**config.mk**
```make
export PLATFORM = sky130hd
export DESIGN_NAME = fp8_accumulator
export DESIGN_NICKNAME = d
export VERILOG_FILES = /design/src/rtl/fp8_pkg.sv /design/src/rtl/fp8_add.sv /design/src/rtl/fp8_accumulator.sv
export SDC_FILE = /design/constraint.sdc
export NUM_CORES = 1
export LEC_CHECK = 0
export BUFFER_PORTS_ARGS = -buffer_cell sky130_fd_sc_hd__buf_2
export CAP_MARGIN = 20
export CORE_ASPECT_RATIO = 0.8
export CORE_MARGIN = 3
export CORE_UTILIZATION = 40
export DETAILED_ROUTE_END_ITERATION = 8
export GPL_ROUTABILITY_DRIVEN = 0
export PLACE_DENSITY = 0.65
export SLEW_MARGIN = 20
export SYNTH_ARGS = -nofsm -noshare
export SYNTH_HDL_FRONTEND = slang
export SYNTH_HIERARCHICAL = 1
export SYNTH_SLANG_ARGS = --single-unit
```
**constraint.sdc**
```tcl
create_clock -name clk -period 6.8 [get_ports clk]
set_input_delay 1.02 -clock clk [delete_from_list [all_inputs] [get_ports clk]]
set_output_delay 1.02 -clock clk [all_outputs]
set_load 0.005 [all_outputs]
```
**src/rtl/fp8_pkg.sv**
```systemverilog
// Shared FP8 field layout, limits, FSM state type and a leading-zero helper.
// Latency: n/a (declarations only).
// Backpressure: n/a.
package fp8_pkg;

   localparam int SIGN_BIT = 7;
   localparam int EXP_W    = 3;
   localparam int FRAC_W   = 4;
   localparam int BIAS     = 3;

   localparam logic [EXP_W-1:0]        EXP_MAX = 3'd7;
   localparam logic [EXP_W+FRAC_W-1:0] MAX_MAG = 7'h7F;

   typedef enum logic [1:0] {
      IDLE = 2'd0,
      ACC  = 2'd1,
      HOLD = 2'd2
   } state_t;

   // Leading zeros of a 5-bit mantissa (a zero input reports 4; callers screen it out).
   function automatic logic [2:0] lzc5(input logic [4:0] v);
      casez (v)
         5'b1????: lzc5 = 3'd0;
         5'b01???: lzc5 = 3'd1;
         5'b001??: lzc5 = 3'd2;
         5'b0001?: lzc5 = 3'd3;
         default:  lzc5 = 3'd4;
      endcase
   endfunction

endpackage

```
**src/rtl/fp8_add.sv**
```systemverilog
// FP8 adder: aligns the smaller operand with truncation, adds/subtracts, renormalizes.
// Latency: combinational.
// Backpressure: none; ovf flags saturation, unf flags an underflow flush.
module fp8_add
   import fp8_pkg::*;
(
   input  logic [7:0] a,
   input  logic [7:0] b,
   output logic [7:0] sum,
   output logic       ovf,
   output logic       unf
);

   logic                a_zero, b_zero, swap;
   logic [7:0]          big, sml;
   logic [EXP_W-1:0]    e_big, shamt, lz;
   logic [FRAC_W:0]     m_big, m_sml, diff, norm;
   logic [FRAC_W+1:0]   tot;

   assign a_zero = (a[6:4] == '0);
   assign b_zero = (b[6:4] == '0);

   // Magnitude compare on {exp,frac}, align, combine, then renormalize.
   always_comb begin
      sum   = 8'h00;
      ovf   = 1'b0;
      unf   = 1'b0;
      swap  = (b[6:0] > a[6:0]);
      big   = swap ? b : a;
      sml   = swap ? a : b;
      e_big = big[6:4];
      shamt = e_big - sml[6:4];
      m_big = {1'b1, big[3:0]};
      m_sml = {1'b1, sml[3:0]} >> shamt;
      tot   = {1'b0, m_big} + {1'b0, m_sml};
      diff  = m_big - m_sml;
      lz    = lzc5(diff);
      norm  = diff << lz;

      if (a_zero && b_zero) begin
         sum = 8'h00;
      end else if (a_zero) begin
         sum = b;
      end else if (b_zero) begin
         sum = a;
      end else if (big[SIGN_BIT] == sml[SIGN_BIT]) begin
         if (tot[FRAC_W+1]) begin
            if (e_big == EXP_MAX) begin
               sum = {big[SIGN_BIT], MAX_MAG};
               ovf = 1'b1;
            end else begin
               sum = {big[SIGN_BIT], e_big + 3'd1, tot[4:1]};
            end
         end else begin
            sum = {big[SIGN_BIT], e_big, tot[3:0]};
         end
      end else if (diff == '0) begin
         sum = 8'h00;
      end else if (e_big <= lz) begin
         // Cancellation pushed the exponent below 1: flush to zero.
         unf = 1'b1;
         sum = 8'h00;
      end else begin
         sum = {big[SIGN_BIT], e_big - lz, norm[3:0]};
      end
   end

endmodule

```
**src/rtl/fp8_accumulator.sv**
```systemverilog
// Sums groups of FP8 terms (closed by in_last or MAX_TERMS) and presents the result.
// Latency: out_valid rises the cycle after the closing term is accepted.
// Backpressure: in_ready drops while a result is held; cleared by out_valid&out_ready.
// Optional: FP8_ACC_OVF_FLAG_EN adds out_ovf, a sticky per-group saturation/flush flag.
module fp8_accumulator
   import fp8_pkg::*;
#(
   parameter int MAX_TERMS = 8,
   parameter int CNT_W     = 4
) (
   input  logic             clk,
   input  logic             rst_n,
   input  logic             in_valid,
   output logic             in_ready,
   input  logic [7:0]       in_data,
   input  logic             in_last,
   output logic             out_valid,
   input  logic             out_ready,
   output logic [7:0]       out_data,
`ifdef FP8_ACC_OVF_FLAG_EN
   output logic             out_ovf,
`endif
   output logic [CNT_W-1:0] out_count
);

   state_t           state;
   logic [7:0]       acc;
   logic [CNT_W-1:0] cnt, cnt_inc;
   logic [7:0]       add_sum, load_val;
   logic             add_ovf, add_unf;
   logic             in_xfer;

   fp8_add u_add (
      .a   (acc),
      .b   (in_data),
      .sum (add_sum),
      .ovf (add_ovf),
      .unf (add_unf)
   );

   // A zero-exponent first term starts the group as a clean 8'h00.
   assign load_val  = (in_data[6:4] == '0) ? 8'h00 : in_data;
   assign cnt_inc   = cnt + 1'b1;
   assign in_xfer   = in_valid && in_ready;
   assign out_data  = acc;
   assign out_count = cnt;

   // Group FSM: load on first term, accumulate, hold the result until taken.
   always_ff @(posedge clk or negedge rst_n) begin
      if (!rst_n) begin
         state     <= IDLE;
         in_ready  <= 1'b1;
         out_valid <= 1'b0;
         acc       <= 8'h00;
         cnt       <= '0;
      end else begin
         case (state)
            IDLE: if (in_xfer) begin
               acc <= load_val;
               cnt <= CNT_W'(1);
               if (in_last) begin
                  state     <= HOLD;
                  in_ready  <= 1'b0;
                  out_valid <= 1'b1;
               end else begin
                  state <= ACC;
               end
            end
            ACC: if (in_xfer) begin
               acc <= add_sum;
               cnt <= cnt_inc;
               if (in_last || (cnt_inc == CNT_W'(MAX_TERMS))) begin
                  state     <= HOLD;
                  in_ready  <= 1'b0;
                  out_valid <= 1'b1;
               end
            end
            HOLD: if (out_ready) begin
               state     <= IDLE;
               in_ready  <= 1'b1;
               out_valid <= 1'b0;
            end
            default: begin
               state     <= IDLE;
               in_ready  <= 1'b1;
               out_valid <= 1'b0;
            end
         endcase
      end
   end

`ifdef FP8_ACC_OVF_FLAG_EN
   logic ovf;

   // Sticky range flag: cleared when a group starts, set by any saturation or flush.
   always_ff @(posedge clk or negedge rst_n) begin
      if (!rst_n) begin
         ovf <= 1'b0;
      end else if (in_xfer && (state == IDLE)) begin
         ovf <= 1'b0;
      end else if (in_xfer && (state == ACC)) begin
         ovf <= ovf | add_ovf | add_unf;
      end
   end

   assign out_ovf = ovf;
`else
   logic unused_flags;
   assign unused_flags = &{1'b0, add_ovf, add_unf};
`endif

endmodule

```
==> flow_metrics.tcl, run 1 <==
set metrics [dict create \
    fmax_mhz 158 \
    syn-num-nets 328 \
    placed_cells 395 \
    dieArea_um2 6720 \
    cts_sinks 16 \
    clockBufferDepth 2 \
    max-cap-violations 0 \
    max_stage_delay_ns 0.42 \
    path_max_fanout 8 \
    min_period_over_period 0.933 \
    drive_gt1_frac 0.193 \
    port-buffer-count 26 \
    crit_slowest_cell "or3_1" \
    worstSetupPathType "in -> reg" \
    setup_viol 0 \
    final_common_cell "nand2_1" \
    syn_area_um2 2310 \
    vias_per_cell 5.76 \
    antenna_found_initial 0 \
    layout_common_cells "nand2_1, buf_2, nor2_1, inv_1" \
    hold_class "reg -> reg" \
    cts_tree "built" \
    clk_latency_ns 0.25 \
    drv_slew 0 \
    cts_made_buffers 3 \
    syn_area_per_cell_um2 7.92 \
    clock_skew_ns 0.00365 \
    hold_buffers 0 \
    cp-start-kind "primary input" \
    fin_cells 400 \
    ys_warn_count 6 \
    fin_tns_setup_ns 0 \
    utilization 0.474 \
    path_clk_slew_ns 0.06 \
    wl_per_cell_um 15.3 \
    tightest_slew_ns 0.795 \
    layout.nets 360 \
    holdWs_ns 0.509 \
    htreeDepth 1 \
    start_util 0.417 \
    slew_headroom 0.466 \
    crit_path_frequent_cell "a21oi_1" \
    grt_pass1_wl_mm 9.90 \
    grt.total_usage 0.181 \
    hold_violations 0 \
    syn_inst 291 \
    critical_path_required_ns 6.98 \
    die_h_um 73.9 \
    hpwl_mm 4.89 \
    grt_overflow_total 0 \
    firstDrtPassIters 4 \
    layout_min_cycle_time_ns 6.35 \
    grt_pass1_vias 2012 \
    drtIter0Drc 174 \
    vias 2305 \
    ant_nets 0 \
    grt_max_degree 20 \
    wl_mm 6.12 \
    row_count 24 \
    antennaDiodeCount 0 \
    drc 0 \
    syn2layout_area_growth_pct 13.5 \
    cts_root_buf "clkbuf_8" \
    core-area_um2 5530 \
    status "finished clean" \
    io_pins 27 \
    worstPathArrival_ns 6.52 \
    die_w_um 90.9 \
    endpoint_kind "flip-flop" \
]
## per-stage QoR
step                setup WS [ns]  cell area (um^2)
floorplan                   0.113              2310
finish                      0.455              2620
CTS                         0.284              2590
global route              -0.0218              2620
detailed placement         0.0241              2540
global placement            0.210              2540
## registers in the layout (all words and copies together), names as in the netlist
signal     count
out_data       8
out_count      4
state          2
in_ready       1
out_valid      1
## layer usage
metal	GRT usage	vias to the layer above	part of all wire
met4	0.0100	0	0
li1	-	1148	-
met2	0.270	74	0.42
met1	0.285	1083	0.52
met5	0	-	0
met3	0.0266	0	0.063
## area by class of cell
class	instances	area [um^2]
clock buffers	4	55.1
fillers	574	2910
inverters	21	78.8
multi-input cells	245	1780
flip-flops and latches	16	402
well taps	78	97.6
repair buffers	36	205
## timing repair
action	CTS	global route
resized for setup	0	4
setup endpoints to repair	0	6
buffers inserted	0	1
endpoints found under the hold margin	0	0
## path summary, 6_finish.rpt
kind	to	depth (start not counted)	from	slack, ns
hold / removal	out_valid	2	out_valid	0.51
min in group asynchronous	out_count[3]	1	rst_n	0.67
max in group asynchronous	in_ready	1	rst_n	5.82
hold reg to reg	out_valid	2	out_valid	0.51
setup reg to reg	out_data[0]	28	out_data[4]	0.73
setup / recovery	out_data[0]	28	in_data[6]	0.45
## worst max-delay path, delay by kind of cell
| family | cells | cell delay, ns |
|---|---|---|
| xor gates and xnor gates | 1 | 0.27 |
| and+or+nand+nor | 5 | 0.88 |
| buffers and inverters | 4 | 0.48 |
| adders and majority gates | 4 | 1.25 |
| AOI/OAI and AO/OA | 14 | 2.61 |
Power of run 1 is not shown: default switching activity piles up to over one toggle a cycle in this logic, so the estimate is an artifact.
==> inputs of run 2 (changes only) <==
--- a/config.mk
+++ b/config.mk
@@ -16,5 +16,4 @@
 export SLEW_MARGIN = 20
 export SYNTH_ARGS = -nofsm -noshare
 export SYNTH_HDL_FRONTEND = slang
-export SYNTH_HIERARCHICAL = 1
 export SYNTH_SLANG_ARGS = --single-unit
==> flow_metrics.tcl, run 2 <==
set metrics [dict create \
    status "finished clean" \
    worstPathArrival_ns 6.84 \
    cts_tree "built" \
    holdPathStages 2 \
    endpoint_kind "flip-flop" \
    clk_latency_ns 0.25 \
    async_reset_ff_frac 1.00 \
    critical_path_required_ns 6.94 \
    synth_top_area_frac 0.170 \
    start_util 0.427 \
    syn_inst 281 \
    max_stage_delay_ns 0.34 \
    hold_class "reg -> reg" \
    syn_area_um2 2200 \
    clockBufferDepth 2 \
    grt_max_degree 17 \
    layout_common_cells "buf_4, buf_2, nand2_1" \
    setup_viol 0 \
    layout_min_cycle_time_ns 6.70 \
    cp-start-kind "primary input" \
    vias 2357 \
    ys_top_cells_by_count "nand2_1, inv_1, o21ai_0" \
    rsz0062_at_grt "yes" \
    yosysTopAreaCell "dfrtp_1" \
    dpl_cell_area_um2 2690 \
    syn2layout_area_growth_pct 33.9 \
    drtIter0Drc 190 \
    wl_mm 6.44 \
    yosysMostFrequentCell "nand2_1" \
    firstDrtPassIters 4 \
    seq_area_frac_synth 0.182 \
    die_w_um 89.0 \
    drc 0 \
    grt_pass1_vias 2104 \
    reg2reg_to "out_data[1]" \
    syn-num-nets 318 \
    min_period_over_period 0.986 \
    synth_cell_types 62 \
    layout.nets 379 \
    ys_warn_count 0 \
    core-area_um2 5150 \
    synth_seq_cells 16 \
    cts_made_buffers 3 \
    slew_headroom 0.459 \
    fin_tns_setup_ns 0 \
    hold_start "in_ready" \
    clock_skew_ns 0.00140 \
    syn_area_per_cell_um2 7.84 \
    final_common_cell "buf_4" \
    r2r-start "out_data[5]" \
    worstSetupPathType "in -> reg" \
    hold_violations 0 \
    synth_ff_type "dfrtp_1" \
    grt_pass1_wl_mm 10.3 \
    wl_per_cell_um 16.0 \
    grt_overflow_total 0 \
    hold_buffers 0 \
    design_area_um2 2950 \
    htreeDepth 1 \
    die_h_um 72.4 \
    drv_slew 0 \
    fmax_mhz 149 \
    reg2reg_slack_ns 0.35 \
    antennaDiodeCount 0 \
    synth-edff-count 0 \
    path_max_fanout 8 \
    antenna_found_initial 0 \
    ff2ff_path_depth 33 \
    io_pins 27 \
    port-buffer-count 26 \
    cts_root_buf "clkbuf_8" \
    crit_slowest_cell "fa_2" \
    whs_endpoint "in_ready" \
    drive_gt1_frac 0.349 \
    dieArea_um2 6440 \
    vias_per_cell 5.85 \
    largest_reg_flops 8 \
    hpwl_mm 5.00 \
    grt.total_usage 0.200 \
    cts_sinks 16 \
    fillers 473 \
    row_count 23 \
    path_clk_slew_ns 0.06 \
    synth_area_leaders "dfrtp_1, ha_1, o21ai_0, nand2_1, inv_1" \
    ant_nets 0 \
    max-cap-violations 0 \
    tightest_slew_ns 0.804 \
]
-- run 2: metal layers --
layer,vias to the layer above,part of all wire,track usage
met4,0,0.0068,0.0281
li1,1159,-,-
met2,81,0.45,0.297
met1,1108,0.50,0.310
met5,-,0,0
met3,9,0.049,0.0318
-- run 2: cell families (layout without fill, tap and decap cells) --
logic type | after synthesis | after routing | share of synthesized area
XOR/XNOR | 10 | 10 | 0.0432
buffers and inverters | 32 | 92 | 0.0580
AO/OA/AOI/OAI | 92 | 92 | 0.283
flip-flops | 16 | 16 | 0.182
AND/OR/NAND/NOR | 95 | 95 | 0.228
adder cells (fa/ha/maj) | 24 | 24 | 0.147
multiplexers | 12 | 12 | 0.0591
-- run 2: worst max-delay path: cells and delay by family --
kind / cells / cell delay, ns
adder cells (fa/ha/maj): 5 / 1.37
XOR/XNOR: 1 / 0.12
AO/OA/AOI/OAI: 15 / 2.50
buffers and inverters: 3 / 0.25
AND/OR/NAND/NOR: 9 / 1.55
-- run 2: repair_timing --
action	CTS	global route
setup buffers	0	14
endpoints found under the setup margin	0	6
resized for setup	0	22
-- run 2: worst max-delay path by stage --
stage / startpoint / endpoint / slack [ns] / cells past startpoint
final: in_data[6] / out_data[1] / 0.1 / 33
after global routing: in_data[6] / out_data[1] / -0.19 / 33
after CTS: in_data[2] / out_data[1] / 0.009 / 33
after detailed placement: in_data[2] / out_data[1] / -0.20 / 33
after global placement: in_data[5] / out_data[0] / -0.01 / 31
after floorplan: in_data[4] / out_data[1] / -0.20 / 35
-- run 2: metrics by stage --
stage / std cells / hold WS [ns] / util / setup slack [ns]
6_report: 403 / 0.495 / 0.572 / 0.0980
5_1_grt: 403 / 0.525 / 0.572 / -0.188
4_1_cts: 389 / 0.501 / 0.532 / 0.00896
3_5_place_dp: 385 / 0.499 / 0.521 / -0.199
3_3_place_gp: 385 / 0.482 / 0.521 / -0.0148
2_1_floorplan: 281 / 0.479 / - / -0.200
-- run 2: layout make-up --
class,instances,area [um^2],area share
Tap cell,62,77.6,0.0263
Timing Repair Buffer,65,433,0.147
Inverter,23,86.3,0.0293
Sequential cell,16,402,0.136
Multi-Input combinational cell,233,1890,0.643
Clock buffer,4,55.1,0.0187
Power of run 2 is left out for the same reason.
